**config.mk**
```make
export PLATFORM = sky130hd
export DESIGN_NAME = demux2_router
export DESIGN_NICKNAME = d
export VERILOG_FILES = /design/src/rtl/demux2_router.sv
export SDC_FILE = /design/constraint.sdc
export NUM_CORES = 1
export LEC_CHECK = 0
export CORE_MARGIN = 2
export CORE_UTILIZATION = 30
export DETAILED_ROUTE_END_ITERATION = 7
export SYNTH_ARGS = -nofsm -noshare
export SYNTH_HDL_FRONTEND = slang
export SYNTH_HIERARCHICAL = 1
export SYNTH_SLANG_ARGS = --single-unit
```
**constraint.sdc**
```tcl
create_clock -name clk -period 1.7 [get_ports clk]
set_input_delay 0.51 -clock clk [delete_from_list [all_inputs] [get_ports clk]]
set_output_delay 0.51 -clock clk [all_outputs]
set_load 0.1 [all_outputs]
```
**src/rtl/demux2_router.sv**
```systemverilog
// Buffered 1-to-2 word router: each destination has its own small FIFO, so
// a stalled consumer only blocks traffic addressed to it.

module demux2_router_fifo #(
    parameter int WIDTH = 16,
    parameter int DEPTH = 2
) (
    input  logic                       clk,
    input  logic                       rst_n,
    input  logic                       push,
    input  logic [WIDTH-1:0]           wdata,
    input  logic                       ready,
    output logic [WIDTH-1:0]           rdata,
    output logic                       valid,
    output logic [$clog2(DEPTH):0]     count
);
    localparam int AW = $clog2(DEPTH);
    localparam int CW = AW + 1;

    logic [WIDTH-1:0] mem [DEPTH];
    logic [AW-1:0]    wptr;
    logic [AW-1:0]    rptr;
    logic             full;
    logic             do_push;
    logic             do_pop;

    assign full    = (count == CW'(DEPTH));
    assign valid   = (count != '0);
    assign do_push = push & ~full;
    assign do_pop  = valid & ready;
    assign rdata   = valid ? mem[rptr] : '0;

    // DEPTH is a power of two, so natural pointer overflow is the modulo wrap.
    always_ff @(posedge clk or negedge rst_n) begin
        if (!rst_n) begin
            wptr  <= '0;
            rptr  <= '0;
            count <= '0;
            for (int i = 0; i < DEPTH; i++) begin
                mem[i] <= '0;
            end
        end else begin
            if (do_push) begin
                mem[wptr] <= wdata;
                wptr      <= wptr + AW'(1);
            end
            if (do_pop) begin
                rptr <= rptr + AW'(1);
            end
            if (do_push && !do_pop) begin
                count <= count + CW'(1);
            end else if (do_pop && !do_push) begin
                count <= count - CW'(1);
            end
        end
    end
endmodule

module demux2_router #(
    parameter int WIDTH = 16,
    parameter int DEPTH = 2
) (
    input  logic                       clk,
    input  logic                       rst_n,
    input  logic [WIDTH-1:0]           in_data,
    input  logic                       in_sel,
    input  logic                       in_valid,
    output logic                       in_ready,
    output logic [WIDTH-1:0]           a_data,
    output logic                       a_valid,
    input  logic                       a_ready,
    output logic [WIDTH-1:0]           b_data,
    output logic                       b_valid,
    input  logic                       b_ready,
    output logic [$clog2(DEPTH):0]     a_count,
    output logic [$clog2(DEPTH):0]     b_count
);
    localparam int CW = $clog2(DEPTH) + 1;

    logic push_a;
    logic push_b;

    // Readiness looks only at registered occupancy, never at the consumer
    // ready lines, so a full FIFO refuses even in a cycle where it drains.
    assign in_ready = in_sel ? (b_count != CW'(DEPTH)) : (a_count != CW'(DEPTH));
    assign push_a   = in_valid & in_ready & ~in_sel;
    assign push_b   = in_valid & in_ready &  in_sel;

    demux2_router_fifo #(.WIDTH(WIDTH), .DEPTH(DEPTH)) u_fifo_a (
        .clk   (clk),
        .rst_n (rst_n),
        .push  (push_a),
        .wdata (in_data),
        .ready (a_ready),
        .rdata (a_data),
        .valid (a_valid),
        .count (a_count)
    );

    demux2_router_fifo #(.WIDTH(WIDTH), .DEPTH(DEPTH)) u_fifo_b (
        .clk   (clk),
        .rst_n (rst_n),
        .push  (push_b),
        .wdata (in_data),
        .ready (b_ready),
        .rdata (b_data),
        .valid (b_valid),
        .count (b_count)
    );
endmodule
```
Word-level counts from Yosys, hierarchy flattened:

Index checks and enable logic that the tools add are counted.

* word-level logic and storage cells: 75
* bits in registers: 72

* $add $sub $neg: 8
* bitwise operators: 14
* mux-type cells: 19
* magnitude comparators: 6
* reductions and logical operators: 14
* equal/unequal tests: 4

Operators with widths (count)
* $mux W16: 10
* $bwmux W32: 2
* $demux W16 S1: 2
* $ge A2 B2 Y1 const B: 4
* $mux W2: 4
* $not A1 Y2: 4
* $reduce_bool A2 Y1: 4
* $and A1 B1 Y1: 7
* $logic_and A1 B1 Y1: 6
* $add A1 B1 Y1 const B: 4
* $add A2 B1 Y2 const B: 2
* $eq A2 B2 Y1 const B: 2
* $logic_not A1 Y1: 4
* $lt A2 B1 Y1 const B: 2
* $ne A2 B2 Y1 const B: 2
* $sub A2 B1 Y2 const B: 2
* $not A1 Y1: 3
* $mux W1: 1

Logic depth before layout (Yosys ltp):

Gate-level depths: netlist of run 1.

* word-level depth: 9
* mapped depth: 7
* gate-level depth less buffers: 7

Hierarchy:

Netlist of run 1, hierarchy kept.

By module, submodules not included
* demux2_router_fifo: cells an instance 121, instances 2, area each 1715.4 um2
* demux2_router: cells an instance 7, instances 1, area each 45.0 um2

Worst setup path after synthesis of run 1:

OpenSTA, ideal clock, no wires.

* path kind: register -> output
* start: register u_fifo_a.count[0]
* end: output a_data[1]
* setup slack: -1.641 ns
* cell stages (with the launch flop): 4
* data required time: 1.190 ns
* path buffers: 1
* arrival time: 2.831 ns
* cells stage by stage: dfrtp_1 -> nor2_1 -> clkbuf_1 -> nor2_1

* cells in the longest elaborated chain, start to end: 2

RTL lines
* start: declaration: line 15 `output logic [$clog2(DEPTH):0] count`
* start signal: assignment: line 51 `count <= count + CW'(1);`
* start signal: assignment: line 53 `count <= count - CW'(1);`
* $reduce_bool A2 Y1: line 28 `assign valid = (count != '0);`
* $mux W16: line 31 `assign rdata = valid ? mem[rptr] : '0;`
* end: declaration: line 69 `output logic [WIDTH-1:0] a_data,`

No other way between the ends.

Worst setup path after layout of run 1:

* start: register u_fifo_b.rptr
* end: output b_data[14]

* cells in the longest elaborated chain, start to end: 5

RTL lines
* start: declaration: line 22 `logic [AW-1:0] rptr;`
* start signal: assignment: line 48 `rptr <= rptr + AW'(1);`
* $not A1 Y2 (not written as such): line 31
* $mux W16 (not written as such) (3 in series): line 31
* $mux W16: line 31
* end: declaration: line 72 `output logic [WIDTH-1:0] b_data,`

No other way between the ends. The select of a mux whose other input is x is not followed.

==> metrics.md, run 1 <==
| Metric | Value |
|---|---|
| Most common cell after layout, fill and taps aside | `dfrtp_1` |
| Row cnt | `39` |
| Vias per inst | `4.564` |
| TritonCTS clock tree | `done` |
| Most frequent cells in the layout | `dfrtp_1 (67), mux2_4 (52), buf_12 (49), nor2_4 (30), clkdlybuf4s50_1 (18)` |
| CTS Hold Bufs | `0` |
| Chip width | `111.6 um` |
| Post-route setup slack | `-291.5 ps` |
| Final WL | `8.387 mm` |
| FILL cells | `943` |
| Total CTS buffers | `9` |
| CTS H-tree depth | `3` |
| IO Pins | `61` |
| Via Count | `2,250` |
| DP Area | `5223 sq um` |
| Final period util | `117.1%` |
| Post-DP HPWL | `5.661 mm` |
| Worst min path class | `primary input to asynchronous set/reset pin` |
| Worst Clk Skew | `4.447 ps` |
| Least-Margin Pin Slew | `474.1 ps` |
| Avg Inst Size Synth | `13.96 sq um` |
| Die Area | `12,460 sq um` |
| Hold Vio Cnt, Final | `0` |
| Outcome | `finished, violations left` |
| Wire length per cell | `17.01 um` |
| Crit Reg-Reg Startpoint | `u_fifo_a/count[1]$_DFFE_PN0P_` |
| Worst Path Required | `1190 ps` |
| # clock sinks | `72` |
| Warnings from Yosys | `6` |
| Fmax | `0.5021 GHz` |
| CP startpoint | `u_fifo_b/rptr$_DFFE_PN0P_` |
| Clock root cell | `clkbuf_16` |
| CP Class | `register to output pin` |
| Later-pin clock latency in the skew report | `320 ps` |
| Antenna viol nets, final | `0` |
| Area occupied by multi-input gates | `2077 sq um` |
| CP max stage cell | `dfrtp_2` |
| Reg clk slew, reported paths | `60 ps` |
| DRT iter0 DRCs | `74` |
| Initial core utilization | `30.57%` |
| Startpoint Class | `register` |
| Synth Cell Area | `3476 sq um` |
| All-Layer GR Usage | `13.85%` |
| Max-slew violations | `0` |
| Unique cell type count in the Yosys netlist | `23` |
| Crit-path max FO | `6` |
| Initial DRT Pass Iterations | `4` |
| Crit path time final | `1991 ps` |
| Storage element area | `1818 sq um` |
| CP Cell Sequence | `clkbuf_16, mux2i_1, nor2_2, buf_12` |
| Initial antenna violation count | `0` |
| PortBufs | `60` |
| Die Span Y | `111.6 um` |
| Crit. End Element | `output pin` |
| Layout Area Growth over Synthesis | `69.58%` |
| Crit path largest cell delay | `460 ps` |
| Pin count of the biggest net entering global routing | `39` |
| Number of max-cap violations | `0` |
| GPL Wtd Cong | `0.7405` |
| Longest Clk Path Bufs | `2` |
| NumNets Final | `369` |
| Synthesized Nets | `273` |
| First-pass GRT wire length | `13.50 mm` |
| Antenna cells | `0` |
| Vias in the first global route | `2,464` |
| Slew headroom | `68.39%` |
| Cells after Synth | `249` |
| Yosys reg bits | `72` |
| Share of layout cells above drive strength 1 | `67.43%` |
| Post-Layout Inst Area | `5894 sq um` |
| Core area | `11,370 sq um` |
| Post-synthesis sequential area ratio | `51.84%` |
| Setup violations, final | `37` |
| GRT overflow | `0` |
| Violated checks | `setup timing` |
| DRC | `0` |
| Critical path arrival | `1480 ps` |
| Unrepaired setup endpoints after global routing | `yes` |
## registers in the layout, indices dropped and copies added (netlist names)
| signal | cells |
|---|---|
| u_fifo_b/count | 2 |
| u_fifo_a/count | 2 |
| u_fifo_b/mem | 32 |
| u_fifo_a/wptr | 1 |
| u_fifo_b/wptr | 1 |
| u_fifo_a/mem | 32 |
| u_fifo_b/rptr | 1 |
| u_fifo_a/rptr | 1 |
## path summary, 6_finish.rpt
check	cells after the start	slack (ps)	endpoint
worst max-delay path	4	-290	b_data[14]
worst min-delay path	1	140	u_fifo_a/count[1]$_DFFE_PN0P_
worst max register to register	5	0	u_fifo_a/mem[30]$_DFFE_PN0P_
worst min register to register	1	490	u_fifo_a/wptr$_DFFE_PN0P_
max in group asynchronous	2	1000	u_fifo_a/mem[22]$_DFFE_PN0P_
min in group clk	1	490	u_fifo_a/wptr$_DFFE_PN0P_
## metrics by stage
stage                     worst slack, ps  hold slack (ps)  utilization (%)  setup TNS, ps  cells
final                              -291.5            135.5            51.84          -9178    493
after global routing               -334.1            160.6            51.84         -12870    493
after CTS                          -300.7            147.1            50.63          -9365    489
after detailed placement           -508.9            468.1            45.93         -30720    469
after global placement             -465.8            464.3            45.93         -29590    469
after floorplan                    -535.0            214.4                -         -17530    249
## worst max-delay path, delay by kind of cell (launching register included)
| kind | cells | cell delay [ps] |
|---|---|---|
| AND/OR/NAND/NOR | 1 | 160 |
| multiplexers | 1 | 130 |
| buffers and inverters | 2 | 400 |
| flip-flops | 1 | 460 |
## cell type report
cell class | instances | share of cell area (%)
multi-input combinational | 160 | 35.24
tap | 143 | 3.035
sequential | 72 | 30.84
clock buffer | 10 | 3.885
inverter | 3 | 0.3184
clock inverter | 6 | 1.189
timing repair buffer | 99 | 25.49
## logic make-up (layout without fill, tap and decap cells)
kind of cell | Yosys count | after routing | share of synthesized area [%]
XOR/XNOR | 10 | 10 | 2.520
multiplexers | 96 | 96 | 34.27
adder cells (fa/ha/maj) | 2 | 2 | 0.7198
AO/OA/AOI/OAI | 4 | 4 | 0.6119
buffers and inverters | 17 | 118 | 3.708
flip-flops | 72 | 72 | 51.84
AND/OR/NAND/NOR | 48 | 48 | 6.335
## what timing repair did
item                                    4_1_cts  5_1_grt
buffers inserted                              4        3
endpoints found under the setup margin      103       80
resized for setup                            48       15
gates cloned                                  0        2
pin swaps                                     5        5
## layer usage
layer	track usage, %	wire (um)	vias up
met1	19.11	3888	1156
met3	2.776	232	6
met5	0	0	-
met4	4.198	93	0
li1	-	-	1050
met2	22.14	4173	38
## synthesized netlist by cell type (all sizes together)
| cell type | count | share of area (%) |
|---|---|---|
| nand2b | 2 | 0.36 |
| dfrtp | 72 | 52 |
| buf | 12 | 3.2 |
| nor2b | 1 | 0.18 |
| inv | 3 | 0.32 |
| xor2 | 6 | 1.5 |
| mux2 | 64 | 25 |
| clkbuf | 2 | 0.22 |
| mux2i | 32 | 9.2 |
| a21oi | 1 | 0.14 |
| nor3b | 2 | 0.58 |
| xnor2 | 4 | 1.0 |
| and3b | 2 | 0.50 |
| a31oi | 1 | 0.18 |
| o21ai | 2 | 0.29 |
| nand2 | 1 | 0.11 |
| and3 | 2 | 0.36 |
| and2 | 2 | 0.36 |
| nor2 | 36 | 3.9 |
| ha | 2 | 0.72 |
Power of run 1 is left out: the tool's default activity adds up to more than one toggle a clock period on the data nets, which glitch-free logic cannot reach.
==> inputs of run 2 (changes only) <==
Clock period 1.7 ns to 1.8 ns, I/O delays scaled along.
==> run 2 against run 1 <==
- the flow still finishes with violations (setup timing)
- clock-buffer cell count grew 2
- die area unchanged
- hold slack worse by 27 ps
- sequential cell count unchanged
- utilization grew 0.79 points
- critical path type unchanged
- critical endpoint is now a_valid
==> metrics.md, run 2 (same netlist as run 1, synthesis figures left out) <==
| Metric | Value |
|---|---|
| Final WL | `8.497 mm` |
| DRT iter0 DRCs | `87` |
| IO Pins | `61` |
| Die Area | `12,460 sq um` |
| Fmax | `0.4934 GHz` |
| Least-Margin Pin Slew | `315.4 ps` |
| Outcome | `finished, violations left` |
| Crit-path max FO | `5` |
| Initial DRT Pass Iterations | `4` |
| Post-route insts no fill | `492` |
| Pin count of the biggest net entering global routing | `32` |
| Hold Vio Cnt, Final | `0` |
| Chip width | `111.6 um` |
| Clock root cell | `clkbuf_16` |
| Final period util | `112.6%` |
| FILL cells | `929` |
| Layout Area Growth over Synthesis | `72.17%` |
| Post-route setup slack | `-226.6 ps` |
| Worst min path class | `primary input to asynchronous set/reset pin` |
| Crit. End Element | `output pin` |
| DP Area | `5117 sq um` |
| Share of layout cells above drive strength 1 | `68.77%` |
| Row cnt | `39` |
| Number of max-cap violations | `0` |
| PortBufs | `60` |
| Most frequent cells in the layout | `dfrtp_1 (67), mux2_4 (52), buf_12 (47), nor2_4 (30), clkdlybuf4s50_1 (18)` |
| Wire length per cell | `17.27 um` |
| Setup WS pre-CTS | `-411.5 ps` |
| All-Layer GR Usage | `13.91%` |
| Worst Path Required | `1260 ps` |
| DRC | `0` |
| First-pass GRT wire length | `13.55 mm` |
| CTS H-tree depth | `3` |
| Core area | `11,370 sq um` |
| Longest Clk Path Bufs | `2` |
| CTS Hold Bufs | `0` |
| # clock sinks | `72` |
| Worst Clk Skew | `5.754 ps` |
| Antenna cells | `0` |
| Startpoint Class | `register` |
| Antenna viol nets, final | `0` |
| Post-DP HPWL | `5.555 mm` |
| Reg clk slew, reported paths | `60 ps` |
| Violated checks | `setup timing` |
| TritonCTS clock tree | `done` |
| Crit path time final | `2027 ps` |
| GPL Wtd Cong | `0.7251` |
| Via Count | `2,224` |
| Initial antenna violation count | `0` |
| Unrepaired setup endpoints after global routing | `yes` |
| Total CTS buffers | `9` |
| GRT overflow | `0` |
| Placed Cells | `463` |
| NumNets Final | `368` |
| Critical path arrival | `1490 ps` |
| Initial core utilization | `30.57%` |
| Setup violations, final | `69` |
| Top Registers | `u_fifo_a/mem (32), u_fifo_b/mem (32)` |
| CP Class | `register to output pin` |
| Later-pin clock latency in the skew report | `330 ps` |
| Die Span Y | `111.6 um` |
| Most common cell after layout, fill and taps aside | `dfrtp_1` |
| Post-Layout Inst Area | `5984 sq um` |
| Vias per inst | `4.520` |
| Vias in the first global route | `2,461` |
| Slew headroom | `78.98%` |
| Max-slew violations | `0` |
run 2: final cells by class:
| cell class | instances | area (sq um) | area share [%] |
|---|---|---|---|
| Multi-Input combinational cell | 160 | 2151 | 35.94 |
| Sequential cell | 72 | 1818 | 30.38 |
| Timing Repair Buffer | 98 | 1483 | 24.78 |
| Clock buffer | 12 | 256.5 | 4.286 |
| Tap cell | 143 | 178.9 | 2.990 |
| Clock inverter | 4 | 76.32 | 1.275 |
| Inverter | 3 | 21.27 | 0.3554 |
run 2: metal layers:
| metal | wire, um | up-vias | share of wire (%) | track usage, % |
|---|---|---|---|---|
| met5 | 0 | - | 0 | 0 |
| met3 | 281 | 10 | 3.3 | 2.776 |
| met1 | 3984 | 1126 | 47 | 19.86 |
| met2 | 4129 | 45 | 49 | 21.45 |
| met4 | 102 | 0 | 1.2 | 4.198 |
| li1 | - | 1043 | - | - |
run 2: stage by stage:
stage	utilization [%]	TNS [ps]	hold slack, ps
after global placement	45.01	-22550	450.2
after CTS	51.10	-7273	116.2
final	52.64	-10470	108.3
after detailed placement	45.01	-23950	459.7
after global routing	52.64	-13910	126.6
after floorplan	-	-9804	244.4
run 2: worst paths after layout:
check	from	endpoint	slack, ps	cells past startpoint
setup / recovery	u_fifo_a/count[1]$_DFFE_PN0P_	a_valid	-230	4
hold / removal	rst_n	u_fifo_a/mem[8]$_DFFE_PN0P_	110	1
max in group asynchronous	rst_n	u_fifo_b/mem[26]$_DFFE_PN0P_	1100	2
setup reg to reg	u_fifo_a/count[1]$_DFFE_PN0P_	u_fifo_a/mem[25]$_DFFE_PN0P_	-120	7
min in group clk	u_fifo_a/wptr$_DFFE_PN0P_	u_fifo_a/wptr$_DFFE_PN0P_	490	1
hold reg to reg	u_fifo_a/wptr$_DFFE_PN0P_	u_fifo_a/wptr$_DFFE_PN0P_	490	1
run 2: worst max-delay path: stages (launching register included):
cell and delay [ps]:
dfrtp_4 490, nor2_4 230, buf_12 180, clkinvlp_4 90, buf_12 170
run 2: what timing repair did:
action	in CTS	in global routing
resized for setup	59	49
setup buffers	13	2
endpoints found under the setup margin	78	84
endpoints found under the hold margin	0	0
gates cloned	3	1
pin swaps	13	12
Power of run 2 is left out for the same reason.
==> inputs of run 3 (changes only) <==
Settings changed: CAP_MARGIN set to 20.
==> results of run 3 <==
No change in the layout: final DEF, timing and power equal those of run 2.
Power of run 3 is left out for the same reason.
